===== config.mk =====
export PLATFORM = sky130hd
export DESIGN_NAME = alu_arbiter
export DESIGN_NICKNAME = d
export VERILOG_FILES = /design/src/rtl/alu_arbiter.sv
export SDC_FILE = /design/constraint.sdc
export NUM_CORES = 1
export LEC_CHECK = 0
export ABC_AREA = 1
export CORE_MARGIN = 1
export CORE_UTILIZATION = 40
export DETAILED_ROUTE_END_ITERATION = 8
export PLACE_DENSITY = 0.79
export SETUP_SLACK_MARGIN = 0.4
export SLEW_MARGIN = 20
export SYNTH_ARGS = -nofsm -noshare
export SYNTH_HDL_FRONTEND = slang
export SYNTH_SLANG_ARGS = --single-unit
export TNS_END_PERCENT = 1

===== constraint.sdc =====
create_clock -name clk -period 1.4 [get_ports clk]
set_input_delay 0.21 -clock clk [delete_from_list [all_inputs] [get_ports clk]]
set_output_delay 0.21 -clock clk [all_outputs]
set_load 0.1 [all_outputs]

===== src/rtl/alu_arbiter.sv =====
// -----------------------------------------------------------------------------
// alu_arbiter
//
// Shares one external 32-bit combinational ALU between two requesters.
// Each requester presents an operation on a valid/ready request channel and
// gets its result plus zero flag back on a valid/ready response channel.
//
// A round-robin pointer (prio_reg) picks the winner when both requesters are
// valid in the same IDLE cycle; a lone requester always wins. A three-state
// sequencer (IDLE -> EXEC -> RESP) latches the operands, drives the ALU for
// exactly one cycle, captures the result and holds it until the owner takes it.
// Operations never overlap, so one operation occupies at least three cycles.
//
// Ports
//   clk, rst_n                 clock (rising edge), asynchronous active-low reset
//   reqN_valid / reqN_ready    request handshake (ready only in IDLE, only for
//                              the granted requester)
//   reqN_op, reqN_a, reqN_b    operation and operands (op forwarded unchecked)
//   rspN_valid / rspN_ready    response handshake (only the owner is valid)
//   rspN_z, rspN_zero          result and zero flag (0 unless rspN_valid)
//   alu_a, alu_b, alu_op       to the shared ALU, straight from the latched
//                              operand registers; meaningful during EXEC
//   alu_z, alu_zero            from the shared ALU, sampled at the end of EXEC
// -----------------------------------------------------------------------------
module alu_arbiter #(
    parameter int WIDTH = 32
) (
    input  logic             clk,
    input  logic             rst_n,

    input  logic             req0_valid,
    output logic             req0_ready,
    input  logic [2:0]       req0_op,
    input  logic [WIDTH-1:0] req0_a,
    input  logic [WIDTH-1:0] req0_b,

    input  logic             req1_valid,
    output logic             req1_ready,
    input  logic [2:0]       req1_op,
    input  logic [WIDTH-1:0] req1_a,
    input  logic [WIDTH-1:0] req1_b,

    output logic             rsp0_valid,
    input  logic             rsp0_ready,
    output logic [WIDTH-1:0] rsp0_z,
    output logic             rsp0_zero,

    output logic             rsp1_valid,
    input  logic             rsp1_ready,
    output logic [WIDTH-1:0] rsp1_z,
    output logic             rsp1_zero,

    output logic [WIDTH-1:0] alu_a,
    output logic [WIDTH-1:0] alu_b,
    output logic [2:0]       alu_op,
    input  logic [WIDTH-1:0] alu_z,
    input  logic             alu_zero
);

    typedef enum logic [1:0] {
        IDLE = 2'd0,
        EXEC = 2'd1,
        RESP = 2'd2
    } state_t;

    state_t             state_reg;
    logic               owner_reg;   // requester that owns the in-flight op
    logic               prio_reg;    // requester favoured on a tie
    logic [2:0]         op_reg;
    logic [WIDTH-1:0]   a_reg;
    logic [WIDTH-1:0]   b_reg;
    logic [WIDTH-1:0]   z_reg;
    logic               zero_reg;

    // -------------------------------------------------------------------------
    // Arbitration. A lone requester wins; on a tie the pointer decides.
    // grant0/grant1 are mutually exclusive by construction.
    // -------------------------------------------------------------------------
    logic grant0;
    logic grant1;
    logic is_idle;
    logic is_resp;

    assign grant1  = req1_valid & (~req0_valid | prio_reg);
    assign grant0  = req0_valid & (~req1_valid | ~prio_reg);
    assign is_idle = (state_reg == IDLE);
    assign is_resp = (state_reg == RESP);

    assign req0_ready = is_idle & grant0;
    assign req1_ready = is_idle & grant1;

    // Owner's response-ready, selected once so the FSM stays compact.
    logic owner_rsp_ready;
    assign owner_rsp_ready = owner_reg ? rsp1_ready : rsp0_ready;

    // -------------------------------------------------------------------------
    // Sequencer
    // -------------------------------------------------------------------------
    always_ff @(posedge clk or negedge rst_n) begin
        if (!rst_n) begin
            state_reg <= IDLE;
            owner_reg <= 1'b0;
            prio_reg  <= 1'b0;
            op_reg    <= 3'b000;
            a_reg     <= '0;
            b_reg     <= '0;
            z_reg     <= '0;
            zero_reg  <= 1'b0;
        end else begin
            case (state_reg)
                IDLE: begin
                    if (grant0 | grant1) begin
                        op_reg    <= grant1 ? req1_op : req0_op;
                        a_reg     <= grant1 ? req1_a  : req0_a;
                        b_reg     <= grant1 ? req1_b  : req0_b;
                        owner_reg <= grant1;
                        state_reg <= EXEC;
                    end
                end
                EXEC: begin
                    z_reg     <= alu_z;
                    zero_reg  <= alu_zero;
                    // Hand the tie-break to whoever did not just get served.
                    prio_reg  <= ~owner_reg;
                    state_reg <= RESP;
                end
                RESP: begin
                    if (owner_rsp_ready) begin
                        state_reg <= IDLE;
                    end
                end
                default: begin
                    state_reg <= IDLE;
                end
            endcase
        end
    end

    // -------------------------------------------------------------------------
    // ALU drive: operand registers go out unchanged in every state.
    // -------------------------------------------------------------------------
    assign alu_a  = a_reg;
    assign alu_b  = b_reg;
    assign alu_op = op_reg;

    // -------------------------------------------------------------------------
    // Response channels. Each channel is valid only for the owner in RESP and
    // shows zeros whenever it is not valid.
    // -------------------------------------------------------------------------
    logic [1:0]       rsp_valid_vec;
    logic [1:0]       rsp_zero_vec;
    logic [WIDTH-1:0] rsp_z_arr [2];

    for (genvar gi = 0; gi < 2; gi++) begin : g_rsp
        assign rsp_valid_vec[gi] = is_resp & (owner_reg == gi[0]);
        assign rsp_z_arr[gi]     = rsp_valid_vec[gi] ? z_reg : '0;
        assign rsp_zero_vec[gi]  = rsp_valid_vec[gi] & zero_reg;
    end

    assign rsp0_valid = rsp_valid_vec[0];
    assign rsp1_valid = rsp_valid_vec[1];
    assign rsp0_z     = rsp_z_arr[0];
    assign rsp1_z     = rsp_z_arr[1];
    assign rsp0_zero  = rsp_zero_vec[0];
    assign rsp1_zero  = rsp_zero_vec[1];

endmodule


## Word level (Yosys, flattened, before mapping)

Cells that the tools add are included.

- Bits in registers: 104
- Output and inout port bits: 137
- Word-level logic and storage cells: 39

- Eq/ne operators: 4
- Mux-type cells: 9
- Bitwise logic cells: 15
- Reduce and logical (&&, ||, !) cells: 3

Operator list:

| operator | count |
|---|---|
| $mux 32 | 4 |
| $and 1x1->1 | 8 |
| $pmux 2 s3 | 1 |
| $mux 2 | 2 |
| $ne 2x1->1 const B | 2 |
| $not 1->1 | 4 |
| $reduce_and 2->1 | 2 |
| $mux 3 | 1 |
| $or 1x1->1 | 3 |
| $eq 2x1->1 const B | 1 |
| $eq 2x2->1 const B | 1 |
| $logic_not 2->1 | 1 |
| $mux 1 | 1 |

## Longest topological paths before layout

Gate-level depths: netlist (run 1).

- Depth after elaboration: 6
- Depth in mapped cells: 8
- Depth with buffers taken out: 6

## Worst setup path after synthesis (run 1)

OpenSTA, ideal clock, no wires.

- Kind: reg-to-output
- Start point: reg prio_reg
- End point: out req0_ready
- Arrival: 2.133 ns
- Data required time: 1.190 ns
- Setup slack: -0.943 ns
- Cell stages (with the launch flop): 6
- Buffers on the path: 2
- Cells stage by stage: dfrtp_1 -> nand2_1 -> buf_4 -> buf_2 -> nand2_1 -> nor2_1

- Word-level cells in the longest chain between the ends: 4

Ends and longest elaborated chain:

| what | RTL line | text |
|---|---|---|
| from (decl) | 68 | `logic prio_reg;` |
| from (signal assigned) | 124 | `prio_reg <= ~owner_reg;` |
| $not 1->1 | 85 | `assign grant0 = req0_valid & (~req1_valid \| ~prio_reg);` |
| $or 1x1->1 | 85 |  |
| $and 1x1->1 | 85 |  |
| $and 1x1->1 | 89 | `assign req0_ready = is_idle & grant0;` |
| to (decl) | 32 | `output logic req0_ready,` |

Every way passes these cells.

## Worst setup path in the final report (run 1)

- Start point: reg state_reg[0]
- End point: out rsp1_z[7]

- Word-level cells in the longest chain between the ends: 3

Ends and longest elaborated chain:

| what | RTL line | text |
|---|---|---|
| from (decl) | 66 | `state_t state_reg;` |
| from (signal assigned) | 101 | `state_reg <= IDLE;` |
| from (signal assigned) | 117 | `state_reg <= EXEC;` |
| from (signal assigned) | 125 | `state_reg <= RESP;` |
| $eq 2x2->1 | 87 | `assign is_resp = (state_reg == RESP);` |
| $and 1x1->1 | 155 | `assign rsp_valid_vec[gi] = is_resp & (owner_reg == gi[0]);` |
| $mux 32 | 156 | `assign rsp_z_arr[gi] = rsp_valid_vec[gi] ? z_reg : '0;` |
| to (decl) | 50 | `output logic [WIDTH-1:0] rsp1_z,` |

Every way passes these cells.

==> metrics.yaml, run 1 <==
die_w_um: 121
grt_first_pass_wirelength_um: 36100
multiInputGateArea_um2: 3030
hold_viol: 0
grt_use_total: 0.323
yosys_warnings: 0
synth_area_um2: 5670
crit_top_cell: "buf_12"
yosysSeqAreaShare: 0.459
cp_cell_sequence: "inv_2 -> nand3_4 -> buf_12 -> nor2_4 -> buf_12"
ios: 310
r2r-start: "state_reg[0]$_DFFE_PN0P_"
antenna_cells: 0
yosysMostFrequentCell: "nand3_1"
cts_buffers: 9
synthTopCellsByArea: "dfrtp_1 (46%), nand3_1 (18%), inv_1 (12%), nand2_1 (9.4%), nor2_1 (6.8%)"
cap_violations: 0
yosys_register_bits: 104
fmax_ghz: 0.554
r2r_setup_slack_ns: -0.04
grt_pass1_vias: 6850
violations: "setup timing"
synth-edff-count: 0
reg2reg_depth: 8
cts_tree: "yes"
nets: 1296
worstMarginPinSlew_ns: 0.553
synth.top_cells.by_count: "nand3_1 (204), inv_1 (174), nand2_1 (142)"
arrival_ns: 1.59
synth_top_area_frac: 0.459
antenna_found_initial: 0
cp.required_ns: 1.19
detail-route-antenna-nets: 0
critPathTopFamily: "buffers and inverters"
status: "complete, but fails checks"
worstSkewPairLatency_ns: 0.35
htreeDepth: 3
syn_nets: 996
wl_um: 25100
min_period_ns: 1.80
fin_tns_setup_ns: -25.29
core_area_um2: 13800
final-seq-area_um2: 2610
slew_viol_final: 0
syn_avg_cell_area_um2: 6.89
crit_fanout: 17
cp-end-kind: "output pin"
start_kind: "register"
cp_num_buf_inv: 3
drc_errors: 0
cp_slowest_stage_delay_ns: 0.41
synth_flop_cell: "dfrtp_1"
drt_iter0_markers: 593
place.port_buffers: 309
drtPass1Iterations: 5
nFillCells: 683
drive_above_1_share: 0.300
cts_sinks: 104
netlist_instances: 823
dieHeight_um: 121
fin_crit_sh: 1.29
clockRootBuffer: "clkbuf_16"
finalSetupViolCount: 111
ctsLongestPathBuffers: 2
die_area_um2: 14700
worst_path_max_delay_cell: "dfrtp_1"
path_clk_slew_ns: 0.07
viasPerCell: 5.27
initial_core_util: 0.410
areaGrowthSynthToFinish_pct: 108
crit_type: "reg2out"
wl_per_cell_um: 19.2
rsz0062_at_grt: "yes"
fin_ws_ns: -0.404
synthArstFlopShare: 1.00
synth_cell_types: 15
vias: 6883
dp_hpwl_um: 15600
row_count: 43
yosysTopAreaCell: "dfrtp_1"
skew_ns: 0.00878
place.gp.congestion: 0.820
relSlewSlack: 0.631
holdCritPathClass: "in2async"
grt_overflow: 0
grt_max_degree: 105
r2r_end: "alu_a[23]$_DFFE_PN0P_"
utilization: 0.855
timing repair:
item                                    4_1_cts  5_1_grt
pin swaps                                    14       11
gates resized for setup                      92       22
buffers inserted                              3        0
hold endpoints to repair                    104        0
hold buffers                                  1        0
endpoints found under the setup margin      240      294
cells in the final DEF (no fill, tap or decap), types with 7 or more instances in the layout:
cell type / instances
a21oi_2: 24
nor2_4: 95
clkbuf_16: 9
nand2_2: 11
nand3_1: 201
dfrtp_1: 102
clkdlybuf4s50_1: 170
buf_12: 151
buf_4: 14
a21oi_1: 9
nor2_2: 7
nand2_1: 129
inv_1: 170
cell families (layout without fill, tap and decap cells):
| group | Yosys count | after routing | synth area share |
|---|---|---|---|
| AOI/OAI and AO/OA | 35 | 35 | 0.0309 |
| and+or+nand+nor | 451 | 451 | 0.345 |
| DFF | 104 | 104 | 0.459 |
| buffers and inverters | 233 | 537 | 0.165 |
per-stage QoR:
| stage | std cells | instance area (um2) | worst slack [ns] | hold WS [ns] |
|---|---|---|---|---|
| 2_1_floorplan | 823 | 6300 | -0.216 | -0.0856 |
| 3_3_place_gp | 1288 | 11100 | -0.129 | 0.328 |
| 3_5_place_dp | 1288 | 11100 | -0.183 | 0.339 |
| 4_1_cts | 1307 | 11700 | -0.330 | 0.391 |
| 5_1_grt | 1307 | 11800 | -0.459 | 0.156 |
| 6_report | 1307 | 11800 | -0.404 | 0.0829 |
worst max-delay path by stage:
stage / from / endpoint / slack (ns) / depth (start not counted)
floorplan: owner_reg$_DFFE_PN0P_ / rsp0_z[10] / -0.22 / 4
CTS: state_reg[0]$_DFFE_PN0P_ / rsp1_z[18] / -0.33 / 5
detailed placement: req0_valid / alu_b[9]$_DFFE_PN0P_ / -0.18 / 6
global placement: req0_valid / req1_ready / -0.13 / 5
finish: state_reg[0]$_DFFE_PN0P_ / rsp1_z[7] / -0.40 / 5
global route: state_reg[0]$_DFFE_PN0P_ / rsp1_z[7] / -0.46 / 5
tightest hold or removal path: stages:
cell	delay, ns
dlymetal6s4s_1	0.19
buf_6	0.12
buf_16	0.37
final cells by class:
class | count | share of cell area
Timing Repair Buffer | 345 | 0.423
Multi-Input combinational cell | 486 | 0.256
Sequential cell | 104 | 0.220
Inverter | 177 | 0.0574
Clock buffer | 12 | 0.0209
Tap cell | 180 | 0.0191
Clock inverter | 3 | 0.00360
per-layer routing:
layer	vias up	global-route usage	share of wire
li1	3090	-	-
met1	3276	0.349	0.34
met2	417	0.576	0.51
met3	100	0.0855	0.086
met4	0	0.167	0.059
met5	-	0	0
Power of run 1 is left out: the tool's default activity adds up to more than one toggle a clock period on the data nets, which glitch-free logic cannot reach.
==> run 2, diff against run 1 <==
--- a/config.mk
+++ b/config.mk
@@ -10,6 +10,7 @@
 export CORE_UTILIZATION = 40
 export DETAILED_ROUTE_END_ITERATION = 8
 export PLACE_DENSITY = 0.79
+export REMOVE_ABC_BUFFERS = 1
 export SETUP_SLACK_MARGIN = 0.4
 export SLEW_MARGIN = 20
 export SYNTH_ARGS = -nofsm -noshare
==> run 2 against run 1 <==
Against the previous run: flip-flop and latch count unchanged; core utilization shrank 3.3 points; non-clock buffer count down 5; the run still ends with setup timing left; clock skew is 0.00052 ns higher; largest cell class unchanged.
==> metrics.yaml, run 2 (same netlist as run 1, synthesis figures left out) <==
status: "complete, but fails checks"
violations: "setup timing"
reg2reg_depth: 7
nets: 1291
dp_hpwl_um: 15300
drtPass1Iterations: 5
grt_first_pass_wirelength_um: 32700
cap_violations: 0
worstSkewPairLatency_ns: 0.36
hold_viol: 0
vias: 6803
mostFrequentLayoutCells: "nand3_1 (202), inv_1 (171), clkdlybuf4s50_1 (170)"
drive_above_1_share: 0.264
place.gp.congestion: 0.869
finalSetupViolCount: 125
die_w_um: 121
cp_cell_sequence: "inv_2 -> nand3_4 -> buf_12 -> nor2_2 -> buf_6 -> buf_12"
place.port_buffers: 309
grt_use_total: 0.290
drc_errors: 0
initial_core_util: 0.410
detail-route-antenna-nets: 0
fin_crit_sh: 1.32
htreeDepth: 3
grt_pass1_vias: 6306
start_kind: "register"
wl_per_cell_um: 18.8
path_clk_slew_ns: 0.08
ios: 310
crit_type: "reg2out"
drt_iter0_markers: 593
fmax_ghz: 0.541
worstHoldEndpoint: "owner_reg$_DFFE_PN0P_"
grt_overflow: 0
r2r_setup_slack_ns: -0.05
grt_max_degree: 70
cp_slowest_stage_delay_ns: 0.41
core_area_um2: 13800
ctsLongestPathBuffers: 2
cp.required_ns: 1.19
worst_path_max_delay_cell: "dfrtp_1"
row_count: 43
relSlewSlack: 0.723
die_area_um2: 14700
crit_top_cell: "buf_12"
crit_fanout: 9
cp-end-kind: "output pin"
post-cts-setup-buffers: 0
whs_path_depth: 3
dieHeight_um: 121
min_period_ns: 1.85
cts_buffers: 9
r2r_end: "alu_op[1]$_DFFE_PN0P_"
cts_sinks: 104
areaGrowthSynthToFinish_pct: 100
wl_um: 24500
slew_viol_final: 0
arrival_ns: 1.64
worstMarginPinSlew_ns: 0.416
rsz0062_at_grt: "yes"
clockRootBuffer: "clkbuf_16"
r2r-start: "state_reg[0]$_DFFE_PN0P_"
fin_ws_ns: -0.448
cts_tree: "yes"
skew_ns: 0.00930
fin_tns_setup_ns: -26.93
layout_commonest_cell: "nand3_1"
min_from: "req1_valid"
holdCritPathClass: "in2reg"
viasPerCell: 5.22
antenna_found_initial: 1
## run 2: layout make-up
class	instances	area (um2)
timing repair buffer	340	4930
multi-input combinational	486	2640
sequential	104	2610
fill	775	2460
inverter	177	667
clock buffer	11	233
tap	180	225
clock inverter	5	57.6
antenna	1	2.50
## run 2: worst max path at each step
stage                              from                     to  slack, ns
2_1_floorplan      prio_reg$_DFFE_PN0N_             req0_ready      -1.66
3_3_place_gp                 req0_valid   alu_a[7]$_DFFE_PN0P_      -0.16
3_5_place_dp                 req0_valid  alu_a[13]$_DFFE_PN0P_      -0.23
4_1_cts           owner_reg$_DFFE_PN0P_              rsp0_z[8]      -0.39
5_1_grt        state_reg[0]$_DFFE_PN0P_              rsp1_z[5]      -0.51
6_report       state_reg[0]$_DFFE_PN0P_              rsp1_z[5]      -0.45
## run 2: stage by stage
stage	util	area [um2]	cells	setup WS [ns]	hold slack, ns
final	0.822	11400	1304	-0.448	0.313
after global routing	0.822	11400	1304	-0.509	0.320
after CTS	0.792	11000	1299	-0.392	0.292
after detailed placement	0.755	10400	1282	-0.228	0.210
after global placement	0.755	10400	1282	-0.156	0.203
after floorplan	-	5400	767	-1.66	-0.0856
## run 2: layer usage
layer	up-vias	share of wire	global-route usage
met5	-	0	0
met4	0	0.044	0.124
met2	352	0.53	0.506
li1	3091	-	-
met1	3284	0.36	0.340
met3	76	0.065	0.0667
## run 2: timing repair
item,CTS,global route
cloned,0,4
hold endpoints to repair,104,0
endpoints found under the setup margin,241,241
gates resized for setup,69,88
pin swaps,3,2
hold buffers,1,0
## run 2: worst max-delay path: cells and delay by family, from the launching register on
family,cells,cell delay [ns]
buffers and inverters,4,0.60
flip-flops,1,0.41
AND/OR/NAND/NOR,2,0.26
Power of run 2 is left out for the same reason.
==> edit, RTL diff (config.mk and constraints of run 2) <==
The parameter `WIDTH` goes from 32 to 36.
--- a/src/rtl/alu_arbiter.sv
+++ b/src/rtl/alu_arbiter.sv
@@ -24,5 +24,5 @@
 // -----------------------------------------------------------------------------
 module alu_arbiter #(
-    parameter int WIDTH = 32
+    parameter int WIDTH = 36
 ) (
     input  logic             clk,
Ports: changed (9 resized); port bits go from 310 to 346. The function was not compared with the original's and may differ.
==> edit against run 2 <==
- the flow still finishes with violations (negative setup slack)
- global-route usage grew 2.3 points
- sequential cell count increased by 12
- setup slack lost 120 ps
- sequential share of layout area grew 0.097 points
- cell area rose by 11%
- area after synthesis increased by 12%
- die area is 12% higher
- routed wire length grew 13%
- critical path type unchanged
- largest cell class unchanged
Power is left out: the tool's default activity adds up to more than one toggle a clock period on the data nets, which glitch-free logic cannot reach.
==> edit: results <==
finish:
  diodes: 0
  final-nonclk-buf-share_pct: 43.3
  multi_input_area_share_pct: 21.5
  non_clock_inverter_count: 197
  clockNetworkAreaShare_pct: 4.23
  multi_input_area_um2: 2710
  layout.area.seq_um2: 2900
  multi_input_cells: 542
  drive_above_1_share_pct: 23.1
  clockBufferCount: 23
  buffers: 382
  fillCellCount: 857
worst_setup_path:
  reg2reg_depth: 6
  cp_max_fo: 20
  cp.arrival_ps: 1760
detailed_routing:
  wl_met3_um: 2000
  drt_iter0_markers: 608
  met2_length_um: 14400
  viasPerCell: 5.17
place:
  gp_congestion: 0.889
  dp_cells: 1444
  dpl-instance-area_um2: 11700
  numPortBuffers: 345
  pre_cts_ws_ps: -213
global_route:
  grt.total_usage_pct: 31.3
  grt_max_degree: 60
  grtUsageMet2_pct: 55.0
  met1_usage_pct: 35.2
  antenna_found_initial: 0
  grt_pass1_wl_um: 39200
  grt_use_met3_pct: 8.14
status:
  status: "finished, violations left"
  violations: "negative setup slack"
sta:
  setup_slack_ps: -566
  tightestPinTransition_ps: 440
  finalSetupViolations: 150
  skew_ps: 5.28
  fin_hold_ws_ps: 257
cts:
  ctsResizeCount: 32
  cts_max_level: 4
  path_clk_slew_ps: 50
  cts_inserted_buffers: 17
  clkLatencyLatePin_ps: 420
  clock-sinks: 116
synth:
  netlist_instances: 920
  synth_area_leaders: "dfrtp_1 (46%), nand3_1 (18%), inv_1 (12%), nand2_1 (9.3%), nor2_1 (6.8%)"
  netlist_area_um2: 6370
  synth_commonest_cells: "nand3_1 (228), inv_1 (196), nand2_1 (158)"
## edit: changes by cell type after synthesis
cell             run 2  this run
nand2_1            142       158
nor2_1             103       115
clkbuf_1            17        10
buf_4                5         8
buf_6                1         4
inv_1              174       196
dfrtp_1            104       116
buf_2               26        37
nand3_1            204       228
inv_2                3         1
buf_1                7         6
a21oi_1             33        37
## edit: cells by family (layout without fill, tap and decap cells)
logic type	Yosys count	after routing	share of synthesized area, %
simple gates	503	503	34.3
buf+inv	262	608	17.1
flops	116	116	45.6
compound gates	39	39	3.06
## edit: worst min-delay path, stage by stage
cell     delay [ps]
buf_2           180
nand3_1         150
o21ai_0          80
## edit: worst max-delay path by stage
stage                      start         end  depth (start not counted)
floorplan               prio_reg  req0_ready                          3
detailed placement    req0_valid    alu_a[6]                          6
global placement      req0_valid    alu_a[6]                          6
CTS                 state_reg[0]   rsp0_z[5]                          6
global route           owner_reg   rsp0_z[8]                          5
finish                 owner_reg  rsp0_z[35]                          5
